File: src/rtl/adder_pkg.sv
// Shared helpers for the pipelined ripple-carry adder: segment sizing and the
// per-stage control word that travels alongside the datapath.
package adder_pkg;

  function automatic int unsigned ceil_div(input int unsigned num, input int unsigned den);
    return (num + den - 1) / den;
  endfunction

  function automatic int unsigned min_u(input int unsigned x, input int unsigned y);
    return (x < y) ? x : y;
  endfunction

  // Bits per ripple segment; the last segment takes whatever is left.
  function automatic int unsigned seg_width(input int unsigned width, input int unsigned stages);
    return ceil_div(width, stages);
  endfunction

  typedef struct packed {
    logic valid;
    logic carry;
  } stage_ctl_t;

endpackage

File: src/rtl/full_adder.sv
// Single-bit full adder cell used to build the ripple segments.
module full_adder (
  input  logic i_a,
  input  logic i_b,
  input  logic i_carry,
  output logic o_sum,
  output logic o_carry
);

  assign o_sum   = i_a ^ i_b ^ i_carry;
  assign o_carry = (i_a & i_b) | (i_carry & (i_a ^ i_b));

endmodule

File: src/rtl/rca_segment.sv
// Combinational W-bit ripple-carry segment built from full_adder cells.
module rca_segment #(
  parameter int unsigned W = 9
) (
  input  logic [W-1:0] i_a,
  input  logic [W-1:0] i_b,
  input  logic         i_carry,
  output logic [W-1:0] o_sum,
  output logic         o_carry
);

  logic [W:0] c;

  assign c[0] = i_carry;

  for (genvar i = 0; i < W; i++) begin : g_bit
    full_adder u_fa (
      .i_a    (i_a[i]),
      .i_b    (i_b[i]),
      .i_carry(c[i]),
      .o_sum  (o_sum[i]),
      .o_carry(c[i+1])
    );
  end

  assign o_carry = c[W];

endmodule

File: src/rtl/pipelined_rca_adder.sv
// Pipelined ripple-carry adder/subtractor: one ripple segment per register stage, whole-pipe
// stall on output backpressure, {carry, sum} result plus signed-overflow flag.
module pipelined_rca_adder
  import adder_pkg::*;
#(
  parameter int unsigned WIDTH  = 35,
  parameter int unsigned STAGES = 4
) (
  input  logic             i_clk,
  input  logic             i_rst,
  input  logic [WIDTH-1:0] i_add_term1,
  input  logic [WIDTH-1:0] i_add_term2,
  input  logic             i_carry,
  input  logic             i_sub,
  input  logic             i_valid,
  output logic             o_ready,
  output logic [WIDTH:0]   o_result,
  output logic             o_overflow,
  output logic             o_valid,
  input  logic             i_ready
);

  localparam int unsigned SegW = seg_width(WIDTH, STAGES);

  logic             en;
  logic [WIDTH-1:0] b_mode;
  logic             cin0;
  logic             ov_q;

  assign en      = !o_valid || i_ready;
  assign o_ready = en;
  assign b_mode  = i_sub ? ~i_add_term2 : i_add_term2;
  assign cin0    = i_sub | i_carry;

  for (genvar k = 0; k < STAGES; k++) begin : g_stage
    localparam int unsigned Lo      = min_u(k * SegW, WIDTH);
    localparam int unsigned Hi      = min_u((k + 1) * SegW, WIDTH);
    // Operand fields always keep at least the MSB so the last stage can form the overflow flag.
    localparam int unsigned InBase  = min_u(Lo, WIDTH - 1);
    localparam int unsigned OutBase = min_u(Hi, WIDTH - 1);
    localparam int unsigned InW     = WIDTH - InBase;
    localparam int unsigned OutW    = WIDTH - OutBase;

    logic [InW-1:0]  a_in, b_in;
    logic [OutW-1:0] a_d, b_d;
    logic [Hi-1:0]   sum_d, sum_q;
    stage_ctl_t      ctl_in, ctl_d, ctl_q;

    if (k == 0) begin : g_src
      assign a_in   = i_add_term1;
      assign b_in   = b_mode;
      assign ctl_in = '{valid: i_valid, carry: cin0};
    end else begin : g_src
      assign a_in   = g_stage[k-1].g_ops.a_q;
      assign b_in   = g_stage[k-1].g_ops.b_q;
      assign ctl_in = g_stage[k-1].ctl_q;
    end

    if (Hi > Lo) begin : g_seg
      logic [Hi-Lo-1:0] seg_sum;
      logic             seg_carry;

      rca_segment #(
        .W(Hi - Lo)
      ) u_seg (
        .i_a    (a_in[Hi-Lo-1:0]),
        .i_b    (b_in[Hi-Lo-1:0]),
        .i_carry(ctl_in.carry),
        .o_sum  (seg_sum),
        .o_carry(seg_carry)
      );

      if (k == 0) begin : g_sum
        assign sum_d = seg_sum;
      end else begin : g_sum
        assign sum_d = {seg_sum, g_stage[k-1].sum_q};
      end

      assign ctl_d = '{valid: ctl_in.valid, carry: seg_carry};
      assign a_d   = a_in[InW-1:OutBase-InBase];
      assign b_d   = b_in[InW-1:OutBase-InBase];
    end else begin : g_seg
      // Empty trailing segment: pure delay stage.
      assign sum_d = g_stage[k-1].sum_q;
      assign ctl_d = ctl_in;
      assign a_d   = a_in;
      assign b_d   = b_in;
    end

    always_ff @(posedge i_clk) begin
      if (i_rst) begin
        ctl_q <= '0;
        sum_q <= '0;
      end else if (en) begin
        ctl_q <= ctl_d;
        sum_q <= sum_d;
      end
    end

    if (k == STAGES - 1) begin : g_last
      // Carry into the MSB is recovered as a ^ b ^ sum at that bit.
      always_ff @(posedge i_clk) begin
        if (i_rst) begin
          ov_q <= 1'b0;
        end else if (en) begin
          ov_q <= a_d[OutW-1] ^ b_d[OutW-1] ^ sum_d[Hi-1] ^ ctl_d.carry;
        end
      end
    end else begin : g_ops
      logic [OutW-1:0] a_q, b_q;

      always_ff @(posedge i_clk) begin
        if (en) begin
          a_q <= a_d;
          b_q <= b_d;
        end
      end
    end
  end

  assign o_valid    = g_stage[STAGES-1].ctl_q.valid;
  assign o_result   = {g_stage[STAGES-1].ctl_q.carry, g_stage[STAGES-1].sum_q};
  assign o_overflow = ov_q;

endmodule

File: config.mk
export PLATFORM = sky130hd
export DESIGN_NAME = pipelined_rca_adder
export DESIGN_NICKNAME = d
export VERILOG_FILES = /design/src/rtl/adder_pkg.sv /design/src/rtl/full_adder.sv /design/src/rtl/rca_segment.sv /design/src/rtl/pipelined_rca_adder.sv
export SDC_FILE = /design/constraint.sdc
export NUM_CORES = 1
export LEC_CHECK = 0
export CORE_UTILIZATION = 31
export DETAILED_ROUTE_END_ITERATION = 8
export MAX_ROUTING_LAYER = met4
export SETUP_SLACK_MARGIN = 0.15
export SLEW_MARGIN = 30
export SYNTH_ARGS = -nofsm -noshare
export SYNTH_HDL_FRONTEND = slang
export SYNTH_SLANG_ARGS = --single-unit
File: constraint.sdc
create_clock -name i_clk -period 6.4 [get_ports i_clk]
set_input_delay 0.96 -clock i_clk [delete_from_list [all_inputs] [get_ports i_clk]]
set_output_delay 0.96 -clock i_clk [all_outputs]
set_load 0.05 [all_outputs]
After elaboration in Yosys (flattened, before gate mapping)
Cells that the tools add are included.

Reductions and logical operators: 2. Bitwise gates (word level): 179. Muxes and demuxes: 1.

Operators with widths (count): XOR 1 bit (72); bitwise AND 1 bit (70); bitwise OR 1 bit (36); two-way mux 35 bit (1); inverter 35 bit (1); zero test 1 bit (1); logical OR 1 bit (1).

Bits of input ports: 76. Output and inout bits: 39. Flip-flop bits (word level): 200.

Logic depth before layout (Yosys ltp)
Gate-level depths: netlist of the first run.

Depth in word-level cells: 21. Depth in mapped cells: 15. Depth with buffers taken out: 13.

Modules after synthesis
Synthesis of the first run repeated with hierarchy kept, for this count alone.

Cells, all modules: 604. Area, all modules: 7601.0 sq um.

By module, submodules not included: pipelined_rca_adder (times used 1, area an instance 6900.4 sq um, cells each 569); full_adder (times used 35, area an instance 20.0 sq um, cells each 1).

Worst setup path after synthesis of the first run
No wires, ideal clock.

Kind: input-to-reg. Start: input port i_sub. End: register g_stage[0].sum_q[8]. Buffers on the path: 2. Library setup time: 0.132 ns. Path slack: 1.194 ns. Cell stages on the path: 15. Data arrival time: 5.074 ns. Required time: 6.268 ns. Path through: buf_2 -> buf_4 -> xnor2_1 -> fa_1 -> fa_1 -> fa_1 -> fa_1 -> fa_1 -> fa_1 -> fa_1 -> fa_1 -> inv_1 -> fa_1 -> nand2_1 -> a21oi_1.

Cells in the longest elaborated chain, start to end: 19. Elaborated cells on any way between the ends: 36.

Ends and longest elaborated chain: start: declaration (line pipelined_rca_adder.sv:14) `input logic i_sub,`; two-way mux 35 bit (line pipelined_rca_adder.sv:32) `assign b_mode = i_sub ? ~i_add_term2 : i_add_term2;`; XOR 1 bit (line full_adder.sv:11) `assign o_carry = (i_a & i_b) | (i_carry & (i_a ^ i_b));`; bitwise AND 1 bit (line full_adder.sv:11); bitwise OR 1 bit (line full_adder.sv:11); bitwise AND 1 bit (line full_adder.sv:11); bitwise OR 1 bit (line full_adder.sv:11); bitwise AND 1 bit (line full_adder.sv:11); bitwise OR 1 bit (line full_adder.sv:11); [4 not listed]; bitwise AND 1 bit (line full_adder.sv:11); bitwise OR 1 bit (line full_adder.sv:11); bitwise AND 1 bit (line full_adder.sv:11); bitwise OR 1 bit (line full_adder.sv:11); bitwise AND 1 bit (line full_adder.sv:11); bitwise OR 1 bit (line full_adder.sv:11); XOR 1 bit * (line full_adder.sv:10) `assign o_sum = i_a ^ i_b ^ i_carry;`; net g_stage[0].g_seg.u_seg.g_bit[8].u_fa.o_sum (line full_adder.sv:6) `output logic o_sum,`; end signal: assignment (line pipelined_rca_adder.sv:96) `sum_q <= sum_d;`; end: declaration (line pipelined_rca_adder.sv:46) `logic [Hi-1:0] sum_d, sum_q;`.

The timed path passes the listed nets; every way through them passes the cells marked *. A chain may end at the register's enable or synchronous reset.

Final worst setup path of the first run
Start: input port i_add_term2[0]. End: register g_stage[0].sum_q[8].

Cells in the longest elaborated chain, start to end: 20. Elaborated cells on any way between the ends: 21.

Ends and longest elaborated chain: start: declaration (line pipelined_rca_adder.sv:12) `input logic [WIDTH-1:0] i_add_term2,`; inverter 35 bit (line pipelined_rca_adder.sv:32); two-way mux 35 bit * (line pipelined_rca_adder.sv:32); XOR 1 bit (line full_adder.sv:11); bitwise AND 1 bit (line full_adder.sv:11); bitwise OR 1 bit * (line full_adder.sv:11); bitwise AND 1 bit * (line full_adder.sv:11); bitwise OR 1 bit * (line full_adder.sv:11); bitwise AND 1 bit * (line full_adder.sv:11); [5 not listed]; bitwise AND 1 bit * (line full_adder.sv:11); bitwise OR 1 bit * (line full_adder.sv:11); bitwise AND 1 bit * (line full_adder.sv:11); bitwise OR 1 bit * (line full_adder.sv:11); bitwise AND 1 bit * (line full_adder.sv:11); bitwise OR 1 bit * (line full_adder.sv:11); XOR 1 bit * (line full_adder.sv:10); net g_stage[0].g_seg.u_seg.g_bit[8].u_fa.o_sum (line full_adder.sv:6).

Marked as above.

==> results.ini, run 1 <==
[run_status]
status = complete, no violations

[synthesis]
ys_async_sr_fraction = 0
synth.most_common_cell = nand2_1
synth.top_cells.by_count = 150 x nand2_1, 102 x edfxtp_1, 98 x dfxtp_1
synth_nets = 727
ys_types = 23
synth_area_leaders = edfxtp_1 40%, dfxtp_1 25%, fa_1 9.1%
synth_edf_count = 102
ys_ff_latch = 200
yosysTopAreaCell = edfxtp_1
synth_area_sq_um = 7711
synth_top_area_frac = 0.3972
synthCells = 615
avgSynthCellArea_sq_um = 12.54
yosysSeqAreaShare = 0.6516
synth_warnings = 0
synth_top_flop_cell = edfxtp_1

[floorplanning]
die_h_um = 159.7
start_util = 0.3161
rows = 57
num_io_pins = 115
dieArea_sq_um = 25510
core_area_sq_um = 24390
die_x_um = 159.7

[global_routing]
grt_antenna_before_repair = 1
grt_overflow = 0
grt_usage = 0.1149
grt_max_degree = 138
grt_pass1_wl_mm = 22.05
grt_pass1_vias = 4204

[pwr]
leakagePower_nw = 3.606
powerDensity_nw_per_um2 = 316.0
vdd_ir_drop_max_uv = 178.6

[critical_path]
start_kind = input port
crit_arrival_ps = 5290
ff2ff_path_depth = 13
critical_path_required_ps = 6680
path_class = in -> reg
worstSetupEndpointType = register
crit_fanout = 1

[timing]
min_period_over_period = 0.7836
clock_skew_ps = 10.96
min_period_ps = 5015
setup_violations = 0
max_slew.worst_pin.slew_ps = 863.7
tns_ps = 0
rsz0062_at_grt = false
hold_violations = 0
slew-limit-headroom = 0.4242
slew_violations = 0
fmax_mhz = 199.4

[min_path]
holdPathStages = 0
hold_class = reg -> reg

[place]
io_buffers = 114
gp_congestion = 0.7699
dp_cells = 1020
dpl.hpwl_mm = 8.976

[routing]
dr.first_iter.drc_count = 197
wire_per_inst_um = 12.87
met3_length_um = 640
wl_met2_mm = 5.783
vias = 4299
via_per_inst = 4.079
drc = 0
wirelength_mm = 13.57
highest-signal-layer = met4
first_pass_iters = 4
antenna_left = 0
route.layer.met1.wl_mm = 6.883

[clocking]
postCtsSetupRepairBufs = 0
post_cts_resized = 0
cts_max_level = 4
cts_buffers = 17
clock_sinks = 200
root_buffer = clkbuf_16
clkSlewWorstSetupHoldPaths_ps = 70
cts_tree = yes
clock_tree.buffer_depth = 2
cts_hold_buf = 0
clkLatencyLatePin_ps = 430

[finish]
drive_gt1_frac = 0.08093
fillCellCount = 2373
multi_input_area_sq_um = 2323
ff_latch_area_sq_um = 5025
syn2layout_area_growth_pct = 25.15
fin_cells = 1054
fin_nets = 828

[run]
drv_cap = 0

logic make-up after synthesis:
kind of cell	after synthesis	synth area share
flops	200	0.6516
simple gates	181	0.09265
compound gates	97	0.07334
buf+inv	65	0.04706
xor+xnor	36	0.04284
fa+ha+maj	36	0.09249
worst max-delay path: stages:
cell,delay (ps)
clkdlybuf4s50_1,420
xnor2_1,150
fa_1,410
fa_1,390
fa_1,390
fa_1,400
fa_1,410
fa_1,410
fa_1,390
fa_1,360
inv_1,80
fa_1,400
nand2_1,70
a21oi_1,60
path summary, 6_finish.rpt:
check	startpoint	endpoint	slack, ps
setup / recovery	i_add_term2[0]	g_stage[0].sum_q[8]$_SDFFE_PP0P_	1380
hold / removal	g_stage[0].g_ops.a_q[10]$_DFFE_PP_	g_stage[1].g_ops.a_q[1]$_DFFE_PP_	420
setup reg to reg	g_stage[1].g_ops.b_q[0]$_DFFE_PP_	g_stage[2].sum_q[26]$_SDFFE_PP0P_	1700
hold reg to reg	g_stage[0].g_ops.a_q[10]$_DFFE_PP_	g_stage[1].g_ops.a_q[1]$_DFFE_PP_	420
where the power goes:
group	leakage, nW	total (mW)	internal [mW]	switching, mW
registers	1.88	1.54	1.49	0.0572
logic	1.43	0.458	0.202	0.256
clock network	0.290	1.05	0.569	0.479
per-stage QoR:
step | instance area (sq um) | hold slack, ps | worst slack (ps) | util | power [mW]
after floorplan | 7711 | 400.3 | 1194 | - | 1.858
after global placement | 9026 | 400.8 | 968.0 | 0.3701 | 2.030
after detailed placement | 9030 | 404.5 | 920.3 | 0.3702 | 2.039
after CTS | 9620 | 420.7 | 1371 | 0.3944 | 3.091
after global routing | 9651 | 423.0 | 1218 | 0.3957 | 3.196
final | 9651 | 419.7 | 1385 | 0.3957 | 3.049
area by class of cell:
| type | count | share of cell area |
|---|---|---|
| sequential | 200 | 0.5207 |
| multi-input combinational | 350 | 0.2408 |
| timing repair buffer | 118 | 0.1230 |
| clock buffer | 21 | 0.05108 |
| tap | 324 | 0.04201 |
| inverter | 29 | 0.01206 |
| clock inverter | 11 | 0.01011 |
| antenna | 1 | 0.0002593 |
sequential cells by signal, summed over array words and instances (netlist names):
name and flops:
g_stage.sum_q 89, o_result 1, g_stage.g_ops.a_q 51, g_stage.ctl_q 6, g_stage.g_ops.b_q 51, o_overflow 1, o_valid 1
per-layer routing:
layer,track usage,vias to the layer above
li1,-,2229
met1,0.1563,1976
met2,0.1584,77
met3,0.03455,17
met4,0.04633,0
met5,-,-
placed cells by master, fill, tap and decap left out, types with 2 or more instances in the layout:
cell type,synthesis,layout
a211oi_1,17,17
a21oi_1,70,70
a21oi_2,10,10
buf_4,3,3
clkbuf_16,0,19
clkdlybuf4s50_1,0,112
clkinv_4,0,2
dfxtp_1,98,98
edfxtp_1,102,102
fa_1,35,35
inv_1,28,28
inv_6,1,5
inv_8,0,3
nand2_1,150,150
nand2_2,10,10
nor2_1,20,20
xnor2_1,8,8
xor2_1,27,27
No activity file was read; power rests on OpenSTA's default activity.
==> run 2: changes to the inputs <==
==> constraint.sdc (replaced) <==
create_clock -name i_clk -period 4.7 [get_ports i_clk]
set_input_delay 0.705 -clock i_clk [delete_from_list [all_inputs] [get_ports i_clk]]
set_output_delay 0.705 -clock i_clk [all_outputs]
set_load 0.05 [all_outputs]
==> results.ini, run 2 (synthesis results as in run 1) <==
[run_status]
status = complete, no violations  ; unchanged

[clocking]
cts_max_level = 4  ; unchanged
clock_tree.buffer_depth = 2  ; unchanged
root_buffer = clkbuf_16  ; unchanged
cts_tree = yes  ; unchanged
cts_hold_buf = 0  ; unchanged
postCtsSetupRepairBufs = 0  ; unchanged
cts_buffers = 17  ; unchanged
clock_sinks = 200  ; unchanged
clkLatencyLatePin_ps = 430  ; about the same
clkSlewWorstSetupHoldPaths_ps = 70  ; about the same

[timing]
slew_violations = 0  ; unchanged
whs_ps = 412.4  ; was 419.7 ps
rsz0062_at_grt = false  ; unchanged
setup_violations = 0  ; unchanged
hold_violations = 0  ; unchanged
min_period_ps = 4389
min_period_over_period = 0.9338
clock_skew_ps = 8.411  ; was 10.96 ps
max_slew.worst_pin.slew_ps = 826.1  ; was 863.7 ps
fmax_mhz = 227.8
slew-limit-headroom = 0.4493  ; was 0.4242

[routing]
wire_per_inst_um = 13.47  ; was 12.87 um
wirelength_mm = 14.21  ; was 13.57 mm
dr.first_iter.drc_count = 251  ; was 197
vias = 4435  ; was 4299
antenna_left = 0  ; unchanged
via_per_inst = 4.204  ; was 4.079
drc = 0  ; unchanged
first_pass_iters = 4  ; unchanged

[finish]
mostFrequentLayoutCell = nand2_1  ; unchanged
multi_input_area_sq_um = 2386  ; was 2323 sq um
fin_cells = 1055  ; was 1054
fin_nets = 829  ; was 828
ff_latch_area_sq_um = 5025  ; unchanged
fillCellCount = 2325  ; was 2373
drive_gt1_frac = 0.1151  ; was 0.08093
largest_reg_flops = 89  ; unchanged
largestRegisters = g_stage.sum_q (89), g_stage.g_ops.a_q (51), g_stage.g_ops.b_q (51)  ; unchanged
layout_common_cells = 150 x nand2_1, 111 x clkdlybuf4s50_1, 102 x edfxtp_1, 98 x dfxtp_1, 70 x a21oi_1  ; was 150 x nand2_1, 112 x clkdlybuf4s50_1, 102 x edfxtp_1, 98 x dfxtp_1, 70 x a21oi_1
syn2layout_area_growth_pct = 25.99  ; was 25.15%
top_register = g_stage.sum_q  ; unchanged

[min_path]
hp-start = g_stage[1].g_ops.a_q[10]$_DFFE_PP_  ; was g_stage[0].g_ops.a_q[10]$_DFFE_PP_
hold_class = reg -> reg  ; unchanged
worstHoldEndpoint = g_stage[2].g_ops.a_q[1]$_DFFE_PP_  ; was g_stage[1].g_ops.a_q[1]$_DFFE_PP_
holdPathStages = 0  ; unchanged

[critical_path]
regToRegSetupSlack_ps = 310  ; was 1700 ps
r2r-start = g_stage[1].g_ops.b_q[0]$_DFFE_PP_  ; unchanged
crit_arrival_ps = 4720  ; was 5290 ps
crit_fanout = 1  ; unchanged
start_kind = register  ; was input port
worstSetupEndpointType = register  ; unchanged
ff2ff_path_depth = 13  ; unchanged
critical_path_required_ps = 5030  ; was 6680 ps
path_class = reg -> reg  ; was in -> reg
r2r-end = g_stage[2].sum_q[26]$_SDFFE_PP0P_  ; unchanged

[pwr]
clkPwrFrac = 0.345  ; was 0.344
p_int_mw = 3.069  ; was 2.257 mW
switchingPower_mw = 1.117  ; was 792.4 uW
leakagePower_nw = 3.611  ; was 3.606 nW
powerDensity_nw_per_um2 = 430.8  ; was 316.0 nW/um^2
p_comb_frac = 0.152  ; was 0.150
sw_frac_of_total = 0.2668  ; was 0.2599
vdd_ir_drop_max_uv = 270.5  ; was 178.6 uV
power_mw = 4.185  ; was 3.049 mW
p_seq_frac = 0.504  ; was 0.506

[global_routing]
grt_pass1_vias = 4338  ; was 4204
top_usage_layer = met1  ; was met2
grt_util_met1 = 0.1707  ; was 0.1563
grt_max_degree = 99  ; was 138
grt_usage = 0.1211  ; was 0.1149
grt_antenna_before_repair = 1  ; unchanged
grt_util_met2 = 0.1671  ; was 0.1584
grt_util_met3 = 0.02831  ; was 0.03455
grt_overflow = 0  ; unchanged
grt_pass1_wl_mm = 22.98  ; was 22.05 mm

[floorplanning]
start_util = 0.3161  ; unchanged
dieArea_sq_um = 25510  ; unchanged
rows = 57  ; unchanged
die_x_um = 159.7  ; unchanged
num_io_pins = 115  ; unchanged
die_h_um = 159.7  ; unchanged
core_area_sq_um = 24390  ; unchanged

[place]
io_buffers = 114  ; unchanged
gp_congestion = 0.7374  ; was 0.7699
dp_cells = 1022  ; was 1020
dpl.hpwl_mm = 9.316  ; was 8.976 mm

[run]
drv_cap = 0  ; unchanged

run 2: cell types whose count changed in the layout (fill, tap and decap cells not counted), moves of 2 or more:
cell      change
buf_6         +2
fa_1         -22
fa_2         +22
clkinv_8      +2
run 2: worst max-delay path by stage:
stage,cells past startpoint,start,slack [ps],to
2_1_floorplan,15,i_sub,100,g_stage[0].sum_q[8]$_SDFFE_PP0P_
3_3_place_gp,14,i_add_term2[0],-150,g_stage[0].sum_q[8]$_SDFFE_PP0P_
3_5_place_dp,14,i_add_term2[0],-210,g_stage[0].sum_q[8]$_SDFFE_PP0P_
4_1_cts,13,g_stage[1].g_ops.b_q[0]$_DFFE_PP_,120,g_stage[2].sum_q[26]$_SDFFE_PP0P_
5_1_grt,13,g_stage[1].g_ops.b_q[0]$_DFFE_PP_,160,g_stage[2].sum_q[26]$_SDFFE_PP0P_
6_report,13,g_stage[1].g_ops.b_q[0]$_DFFE_PP_,310,g_stage[2].sum_q[26]$_SDFFE_PP0P_
run 2: area by class of cell:
type / instances / share of cell area
sequential: 200 / 0.5172
multi-input combinational: 350 / 0.2456
timing repair buffer: 119 / 0.1220
clock buffer: 18 / 0.04636
tap: 324 / 0.04173
clock inverter: 14 / 0.01494
inverter: 29 / 0.01198
antenna: 1 / 0.0002576
run 2: worst max-delay path, stage by stage (launching register included):
cell and delay (ps):
edfxtp_1 380, inv_1 80, fa_1 160, inv_1 70, fa_2 400, fa_2 400, fa_2 410, fa_2 410
fa_2 420, fa_2 420, fa_1 430, inv_1 90, fa_1 390, a211oi_1 230
run 2: per-layer routing:
layer	up-vias	wire length (um)
li1	2229	-
met1	2100	7319
met2	94	6229
met3	12	502
met4	0	157
met5	-	0
run 2: metrics by stage:
step	setup WS, ps	setup TNS, ps	utilization	area (sq um)
global route	164.8	0	0.3983	9716
global placement	-147.8	-147.8	0.3714	9059
floorplan	101.2	0	-	7739
detailed placement	-214.7	-214.7	0.3716	9062
finish	311.1	0	0.3983	9716
CTS	119.6	0	0.3966	9673
run 2: power by group through the flow:
stage          combinational (mW)  sequential [mW]  clock [mW]
6_report                    0.635             2.11        1.44
5_1_grt                     0.702             2.13        1.56
4_1_cts                     0.639             2.11        1.49
3_5_place_dp                0.630             2.15           0
3_3_place_gp                0.625             2.14           0
2_1_floorplan               0.286             2.25           0
run 2: what timing repair did:
item | 4_1_cts | 5_1_grt
endpoints found under the setup margin | 3 | 4
resized for setup | 6 | 11
endpoints found under the hold margin | 0 | 0
